--- config.mk ---
export PLATFORM = sky130hd
export DESIGN_NAME = alu_arb
export DESIGN_NICKNAME = d
export VERILOG_FILES = /design/src/rtl/alu_arb_pkg.sv /design/src/rtl/alu_arb_alu.sv /design/src/rtl/alu_arb.sv
export SDC_FILE = /design/constraint.sdc
export NUM_CORES = 1
export LEC_CHECK = 0
export ABC_AREA = 1
export BUFFER_PORTS_ARGS = -buffer_cell sky130_fd_sc_hd__buf_2
export CAP_MARGIN = 5
export CORE_ASPECT_RATIO = 0.7
export CORE_UTILIZATION = 57
export DETAILED_ROUTE_END_ITERATION = 10
export PLACE_DENSITY = 0.83
export REMOVE_ABC_BUFFERS = 1
export SETUP_SLACK_MARGIN = 0.3
export SYNTH_ARGS = -nofsm -noshare
export SYNTH_HDL_FRONTEND = slang
export SYNTH_SLANG_ARGS = --single-unit
--- constraint.sdc ---
create_clock -name clk -period 5.18 [get_ports clk]
set_input_delay 1.295 -clock clk [delete_from_list [all_inputs] [get_ports clk]]
set_output_delay 1.295 -clock clk [all_outputs]
set_load 0.01 [all_outputs]
--- src/rtl/alu_arb_pkg.sv ---
// Shared definitions for the two-requester ALU arbiter.
//   DATA_W / OP_W / CNT_W : operand, opcode and transaction-counter widths
//   state_t               : response-register FSM encoding
//   aluop_t               : opcode encoding understood by the alu module
package alu_arb_pkg;

    localparam int DATA_W = 8;
    localparam int OP_W   = 4;
    localparam int CNT_W  = 16;

    typedef enum logic {
        EMPTY = 1'b0,
        FULL  = 1'b1
    } state_t;

    typedef enum logic [OP_W-1:0] {
        OP_ADD  = 4'd0,   // a + b
        OP_SUB  = 4'd1,   // a - b
        OP_AND  = 4'd2,   // a & b
        OP_OR   = 4'd3,   // a | b
        OP_XOR  = 4'd4,   // a ^ b
        OP_NOR  = 4'd5,   // ~(a | b)
        OP_SLL  = 4'd6,   // a << b[2:0]
        OP_SRL  = 4'd7,   // a >> b[2:0]
        OP_SRA  = 4'd8,   // a >>> b[2:0], sign-filling
        OP_SLT  = 4'd9,   // signed a < b, result 0/1
        OP_SLTU = 4'd10,  // unsigned a < b, result 0/1
        OP_PASA = 4'd11,  // a
        OP_PASB = 4'd12,  // b
        OP_NOTA = 4'd13,  // ~a
        OP_INC  = 4'd14,  // a + 1
        OP_DEC  = 4'd15   // a - 1
    } aluop_t;

endpackage

--- src/rtl/alu_arb_alu.sv ---
// Combinational 8-bit ALU shared by the arbiter's requesters.
//   a, b  : operands
//   aluop : operation select (aluop_t encoding)
//   o     : result
module alu
    import alu_arb_pkg::*;
(
    input  logic [DATA_W-1:0] a,
    input  logic [DATA_W-1:0] b,
    input  logic [OP_W-1:0]   aluop,
    output logic [DATA_W-1:0] o
);

    always_comb begin
        o = '0;
        case (aluop_t'(aluop))
            OP_ADD:  o = a + b;
            OP_SUB:  o = a - b;
            OP_AND:  o = a & b;
            OP_OR:   o = a | b;
            OP_XOR:  o = a ^ b;
            OP_NOR:  o = ~(a | b);
            OP_SLL:  o = a << b[2:0];
            OP_SRL:  o = a >> b[2:0];
            OP_SRA:  o = $signed(a) >>> b[2:0];
            OP_SLT:  o = {{(DATA_W-1){1'b0}}, $signed(a) < $signed(b)};
            OP_SLTU: o = {{(DATA_W-1){1'b0}}, a < b};
            OP_PASA: o = a;
            OP_PASB: o = b;
            OP_NOTA: o = ~a;
            OP_INC:  o = a + 1'b1;
            OP_DEC:  o = a - 1'b1;
            default: o = '0;
        endcase
    end

endmodule

--- src/rtl/alu_arb.sv ---
// Two-requester round-robin front end for a single shared ALU with a
// one-entry registered response slot.
//   clk, rst                   : clock, synchronous active-high reset
//   reqN_valid/ready/a/b/op    : request handshake and operands, N = 0,1
//   rsp_valid/ready/o/id       : response handshake, result, source requester
//   txn_cnt                    : wrapping count of completed responses
module alu_arb
    import alu_arb_pkg::*;
#(
    parameter int NREQ = 2
) (
    input  logic              clk,
    input  logic              rst,
    input  logic              req0_valid,
    output logic              req0_ready,
    input  logic [DATA_W-1:0] req0_a,
    input  logic [DATA_W-1:0] req0_b,
    input  logic [OP_W-1:0]   req0_op,
    input  logic              req1_valid,
    output logic              req1_ready,
    input  logic [DATA_W-1:0] req1_a,
    input  logic [DATA_W-1:0] req1_b,
    input  logic [OP_W-1:0]   req1_op,
    output logic              rsp_valid,
    input  logic              rsp_ready,
    output logic [DATA_W-1:0] rsp_o,
    output logic              rsp_id,
    output logic [CNT_W-1:0]  txn_cnt
);

    state_t            state;
    logic              ptr;     // preferred requester when both are valid
    logic [NREQ-1:0]   valid;
    logic              slot_free;
    logic              gnt;
    logic              sel;
    logic [DATA_W-1:0] alu_a;
    logic [DATA_W-1:0] alu_b;
    logic [OP_W-1:0]   alu_op;
    logic [DATA_W-1:0] alu_o;

    assign valid     = {req1_valid, req0_valid};
    assign rsp_valid = (state == FULL);

    // Slot is free when empty or when the held result leaves this cycle;
    // a lone valid requester wins regardless of the pointer.
    always_comb begin
        slot_free  = (state == EMPTY) || rsp_ready;
        gnt        = !rst && slot_free && (|valid);
        sel        = (&valid) ? ptr : valid[1];
        req0_ready = gnt && !sel;
        req1_ready = gnt && sel;
        alu_a      = sel ? req1_a  : req0_a;
        alu_b      = sel ? req1_b  : req0_b;
        alu_op     = sel ? req1_op : req0_op;
    end

    alu u_alu (
        .a     (alu_a),
        .b     (alu_b),
        .aluop (alu_op),
        .o     (alu_o)
    );

    always_ff @(posedge clk) begin
        if (rst) begin
            state   <= EMPTY;
            ptr     <= 1'b0;
            rsp_o   <= '0;
            rsp_id  <= 1'b0;
            txn_cnt <= '0;
        end else begin
            if (state == FULL && rsp_ready)
                txn_cnt <= txn_cnt + 1'b1;
            if (gnt) begin
                state  <= FULL;
                rsp_o  <= alu_o;
                rsp_id <= sel;
                ptr    <= ~sel;
            end else if (slot_free) begin
                state <= EMPTY;
            end
        end
    end

endmodule

==> run summary, run 1 <==
Vias in the first global route: 4,014
Post-Route WL: 12,200 um
First-pass GRT wire length: 19,800 um
Max-slew violations: 0
CP Data Required Time: 5.36 ns
CP max-delay cell: nor3_2
Total iterations of the first detailed-routing run: 6
CTS tree: built
Post-route ant nets: 0
Post-route cell area: 4190 um^2
I/O pin count: 73
Filler instances: 619
Htree depth: 1
Netlist cell types: 42
Hold_ws: 0.467 ns
Final Cycle Share: 83.1%
Drt initial violations: 484
Worst setup SP type: primary input
Max incr delay on CP: 0.40 ns
Placed cell count: 782
Die Span Y: 70.0 um
Crit path buf inv count: 2
Tot GR Track Use: 36.1%
Final GP Congestion: 0.993
Post-CTS setup buffers: 0
Fmax: 232 MHz
Hold Vio Cnt, Final: 0
Mapped Avg Cell Area: 5.85 um^2
Tot Pwr: 0.840 mW
Skew final: 0.00650 ns
Critical path arrival: 4.48 ns
DIE WIDTH: 99.2 um
Synthesized cell area: 3770 um^2
Status: complete, no violations
Endpoints failing setup: 0
Hold buffer count at CTS: 0
Pleak: 2.20 nW
Post-synth EDFFs: 0
Relative slew slack: 52.3%
Clk sinks: 27
I/O Buffers: 72
FF+latch count, synth: 27
N_diodes: 0
CP max FO: 32
Clk root buf: clkbuf_8
Max Cap Violations: 0
Final Non-Filler Cells: 786
Crit-path cells: buf_2 > nand2_2 > nand2_4 > nand2_1 > nand2_2 > nor3_2 > xor2_1 > nand2_1 > nand2_1 > ha_1 > a21oi_1 > inv_1 > a31oi_1 > o21ai_0 > a21oi_1 > xor2_1 > a21oi_1 > nand2_1 > nand2_1
HPWL Detailed: 10,000 um
Hold WC Path Type: flop to flop
Share of cells above drive strength 1: 18.5%
Row cnt: 24
Clock tree buffer depth: 2
Fin nets: 784
Post-cts resize count: 0
Area Growth Syn to Fin: 11.2%
Cell Area, Placed: 4140 um^2
Setup TNS: 0 ns
Clock transition at the registers of the reported paths: 0.09 ns
Pin count of the biggest net entering global routing: 33
CTS Buf Count: 3
Initial antenna violation count: 0
Initial core utilization: 59.7%
Avg WL per Cell: 15.5 um
Unrepaired setup endpoints after global routing: false
PwrDens: 200 nW/um^2
Synth Instances: 644
DIE AREA: 6940 um^2
Core Footprint: 6310 um^2
Sequential share of the synthesized area: 14.3%
Maximum vdd drop: 0.153 mV
Delay-heaviest family, CP: simple AND/OR/NAND/NOR gates
Worst-Margin Slew: 0.710 ns
Grt ovf: 0
Worst skew pair latency: 0.28 ns
Synth warn: 0
Vias: 4,553
Async SR Flop Fraction: 0%
Dominant synthesized flop cell: dfxtp_1
Number of remaining DRC errors: 0
Vias per cell: 5.79
Most used cell, CP: nand2_1
Worst setup EP type: flop
Crit Path Class: primary input to flop
Min Tclk post-route: 4.31 ns
==> through the flow <==
stage	utilization (%)	worst slack (ns)
after floorplan	-	0.862
after global placement	65.7	0.735
after detailed placement	65.7	0.619
after CTS	66.4	0.906
after global routing	66.4	0.497
final	66.4	0.873
==> placed cells by master (no fill, tap or decap), drive strengths merged, types with 9 or more instances in the layout <==
cell type / Yosys / layout
o22ai: 9 / 9
xor2: 9 / 9
o21ai: 46 / 46
dfxtp: 27 / 27
nand2: 208 / 208
nand4: 15 / 15
ha: 28 / 28
inv: 90 / 90
nor3: 14 / 14
a21oi: 40 / 40
nor2: 51 / 51
nand3: 59 / 59
buf: 14 / 76
==> cell usage after synthesis (7+ instances only) <==
master | number | area, um^2
o21ai_0 | 30 | 150
nand2_2 | 15 | 93.8
a21oi_1 | 39 | 195
o21ai_1 | 14 | 70.1
inv_2 | 14 | 52.6
o22ai_1 | 9 | 56.3
nand4_1 | 15 | 93.8
dfxtp_1 | 27 | 541
nand2_1 | 188 | 706
nor2_1 | 42 | 158
nor3_1 | 12 | 60.1
nand3_1 | 58 | 290
inv_1 | 76 | 285
o211ai_1 | 7 | 52.6
xor2_1 | 9 | 78.8
ha_1 | 28 | 350
==> sequential cells by signal, indices dropped and copies added, names as in the netlist <==
name	flops
rsp_id	1
ptr	1
rsp_o	8
rsp_valid	1
txn_cnt	16
==> final timing paths <==
| kind | startpoint | to | slack, ns | depth (start not counted) |
|---|---|---|---|---|
| max | req0_valid | rsp_o[6] | 0.87 | 19 |
| min | rsp_o[3] | rsp_o[3] | 0.47 | 2 |
| max reg2reg | ptr | rsp_o[6] | 1.61 | 20 |
| min reg2reg | rsp_o[3] | rsp_o[3] | 0.47 | 2 |
==> area by class of cell <==
class	instances	area, um^2	share of cell area (%)
Inverter	90	338	8.06
Tap cell	78	97.6	2.33
Timing Repair Buffer	76	390	9.32
Clock buffer	3	41.3	0.985
Multi-Input combinational cell	511	2780	66.3
Sequential cell	27	541	12.9
Clock inverter	1	5.00	0.119
==> power by group <==
part           leakage (nW)  switching (mW)  internal (mW)
Sequential            0.220         0.00658          0.220
Clock                0.0255          0.0668         0.0540
Combinational          1.95           0.330          0.163
==> worst reg2reg max path, delay by kind of cell, from the launching register on <==
| family | cells | cell delay (ns) |
|---|---|---|
| AND/OR/NAND/NOR | 9 | 1.62 |
| flip-flops | 1 | 0.31 |
| XOR/XNOR | 2 | 0.28 |
| adder cells (fa/ha/maj) | 1 | 0.35 |
| AO/OA/AOI/OAI | 5 | 0.74 |
| buffers and inverters | 3 | 0.20 |
==> logic make-up after synthesis <==
| kind of cell | count (synthesis) | synth area share, % |
|---|---|---|
| mux | 1 | 0.266 |
| xor+xnor | 12 | 2.79 |
| flops | 27 | 14.3 |
| fa+ha+maj | 30 | 10.4 |
| simple gates | 360 | 44.3 |
| buf+inv | 106 | 11.9 |
| compound gates | 108 | 16.0 |
==> layer usage <==
layer,vias to the layer above,wire length (um),part of all wire (%),global-route usage [%]
met4,0,107,0.88,4.74
met1,2019,5730,47,53.7
met5,-,0,0,0
li1,2235,-,-,-
met3,16,1600,13,11.1
met2,283,4780,39,51.6
(Power assumes the default switching activity.)
==> inputs of run 2 (changes only) <==
- CORE_UTILIZATION: 57 -> 52
- PLACE_DENSITY: 0.83 -> 0.8
- clock period: 5.18 -> 3.7 ns (I/O delays scaled with it)
==> run 2 against run 1 <==
  * Sequential power grew 41%
  * Die area is 9.4% higher
  * First-iteration DRC count decreased by 24%
  * Combinational power rose by 59%
==> run summary, run 2 (synthesis gave the netlist of run 1 again) <==
Delay-heaviest family, CP: simple AND/OR/NAND/NOR gates
Max-slew violations: 0
PwrDens: 280 nW/um^2
Crit path buf inv count: 4
Maximum vdd drop: 0.205 mV
Post-route ant nets: 0
Avg WL per Cell: 15.8 um
DIE WIDTH: 104 um
Top reg by flops: txn_cnt
Pre-CTS setup slack: -0.0581 ns
I/O Buffers: 72
Sw power: 0.600 mW
DIE AREA: 7590 um^2
Largest registers: txn_cnt x16, rsp_o x8
Pin count of the biggest net entering global routing: 28
Endpoints failing setup: 0
Crit Path Class: primary input to flop
Max reg flops: 16
Max incr delay on CP: 0.36 ns
Final WS setup: 0.386 ns
First-pass GRT wire length: 19,800 um
Min-delay src: rsp_o[5]
Core Footprint: 6880 um^2
Hold WC Path Type: flop to flop
Initial antenna violation count: 0
Area Growth Syn to Fin: 21.1%
Clk sinks: 27
HPWL Detailed: 10,400 um
Sw Ratio: 47.0%
Combinational share of power: 61.5%
Worst Reg-to-Reg Cells: 22
Fin nets: 810
Initial core utilization: 54.7%
Die Span Y: 73.2 um
Hold Path Sink: rsp_o[5]
CP Data Required Time: 3.88 ns
Skew final: 0.00252 ns
Grt ovf: 0
Final Cycle Share: 89.6%
Number of remaining DRC errors: 0
Vias in the first global route: 3,975
Tot Pwr: 1.28 mW
N_diodes: 0
Worst-Margin Slew: 0.607 ns
Max Cap Violations: 0
Pleak: 2.34 nW
Critical path arrival: 3.49 ns
Most frequent cells in the layout: 183 x nand2_1, 74 x inv_1, 71 x buf_2
Unrepaired setup endpoints after global routing: true
Clock transition at the registers of the reported paths: 0.10 ns
Drt initial violations: 368
Min Tclk post-route: 3.31 ns
Fmax: 302 MHz
CP max FO: 12
P_int: 0.677 mW
Hold Vio Cnt, Final: 0
Clk network pwr share: 13.6%
Status: complete, no violations
WHS Path Cells: 2
Worst setup EP type: flop
Tot GR Track Use: 32.8%
Vias per cell: 5.62
Worst setup SP type: primary input
Crit path depth: 22
R2r startpoint: ptr
Final GP Congestion: 1.02
Reg-to-reg endpoint: rsp_o[7]
Commonest non-fill, non-tap cell in the layout: nand2_1
Relative slew slack: 59.3%
Post-Route WL: 13,100 um
Clock tree buffer depth: 2
Share of cells above drive strength 1: 23.6%
Filler instances: 644
Worst skew pair latency: 0.27 ns
Crit-path cells: buf_8 > nand2_8 > buf_4 > buf_8 > nand3b_2 > nand2_4 > ha_4 > nand3_2 > nor3_2 > xor2_1 > o21ai_1 > ha_1 > nand2_4 > inv_2 > nand4_1 > o211ai_1 > xor2_1 > nand3b_1 > nand3_1 > nand2_1 > nor2_1 > nor2_1
Vias: 4,656
Total iterations of the first detailed-routing run: 5
Setup TNS: 0 ns
I/O pin count: 73
CTS Buf Count: 3
Row cnt: 25
CTS tree: built
FF-to-FF setup slack: 0.68 ns
Clk root buf: clkbuf_8
Reg power frac: 24.9%
Htree depth: 1
CP max-delay cell: ha_1
-- run 2: metrics by stage --
step / hold WS (ns) / utilization, % / area, um^2 / cells
floorplan: 0.455 / - / 3660 / 628
global placement: 0.450 / 62.1 / 4280 / 813
detailed placement: 0.462 / 62.1 / 4280 / 813
CTS: 0.478 / 62.9 / 4330 / 817
global route: 0.501 / 66.3 / 4560 / 828
finish: 0.478 / 66.3 / 4560 / 828
-- run 2: power by group through the flow --
| stage | clock, mW | combinational, mW | sequential (mW) |
|---|---|---|---|
| global placement | 0 | 0.664 | 0.324 |
| floorplan | 0 | 0.456 | 0.330 |
| finish | 0.174 | 0.785 | 0.318 |
| CTS | 0.173 | 0.683 | 0.318 |
| global route | 0.182 | 0.860 | 0.320 |
| detailed placement | 0 | 0.679 | 0.324 |
-- run 2: how the worst max path moves through the flow --
stage                    start  endpoint
floorplan           req0_valid  rsp_o[7]
global placement    req0_valid  rsp_o[6]
detailed placement  req0_valid  rsp_o[6]
CTS                 req0_valid  rsp_o[7]
global route        req0_valid  rsp_o[7]
finish              req0_valid  rsp_o[7]
-- run 2: worst register-to-register path, cell delays in order, from the launching register on --
cell and delay [ns]:
dfxtp_1 0.31, inv_1 0.16, nand2_8 0.09, nand2_8 0.09, buf_4 0.12, nand2_1 0.08, o21ai_4 0.09, ha_4 0.18
nand3_2 0.10, nor3_2 0.18, xor2_1 0.19, o21ai_1 0.09, ha_1 0.36, nand2_4 0.08, inv_2 0.03, nand4_1 0.08
o211ai_1 0.11, xor2_1 0.17, nand3b_1 0.16, nand3_1 0.07, nand2_1 0.05, nor2_1 0.08, nor2_1 0.05
-- run 2: what timing repair did --
item	CTS	global route
endpoints found under the setup margin	2	5
hold buffers	0	0
pin swaps	0	22
resized for setup	2	34
gates cloned	0	0
setup buffers	0	11
-- run 2: layout make-up --
cell class	instances	area, um^2	share of cell area, %
Sequential cell	27	541	11.8
Timing Repair Buffer	102	611	13.4
Multi-Input combinational cell	511	2910	63.8
Inverter	90	338	7.40
Tap cell	94	118	2.58
Clock inverter	1	5.00	0.110
Clock buffer	3	41.3	0.905
-- run 2: routing by layer --
metal | track usage (%) | share of wire [%] | vias up
met4 | 3.81 | 1.1 | 0
met1 | 46.5 | 46 | 2100
li1 | - | - | 2284
met2 | 51.9 | 41 | 254
met5 | 0 | 0 | -
met3 | 8.21 | 12 | 18
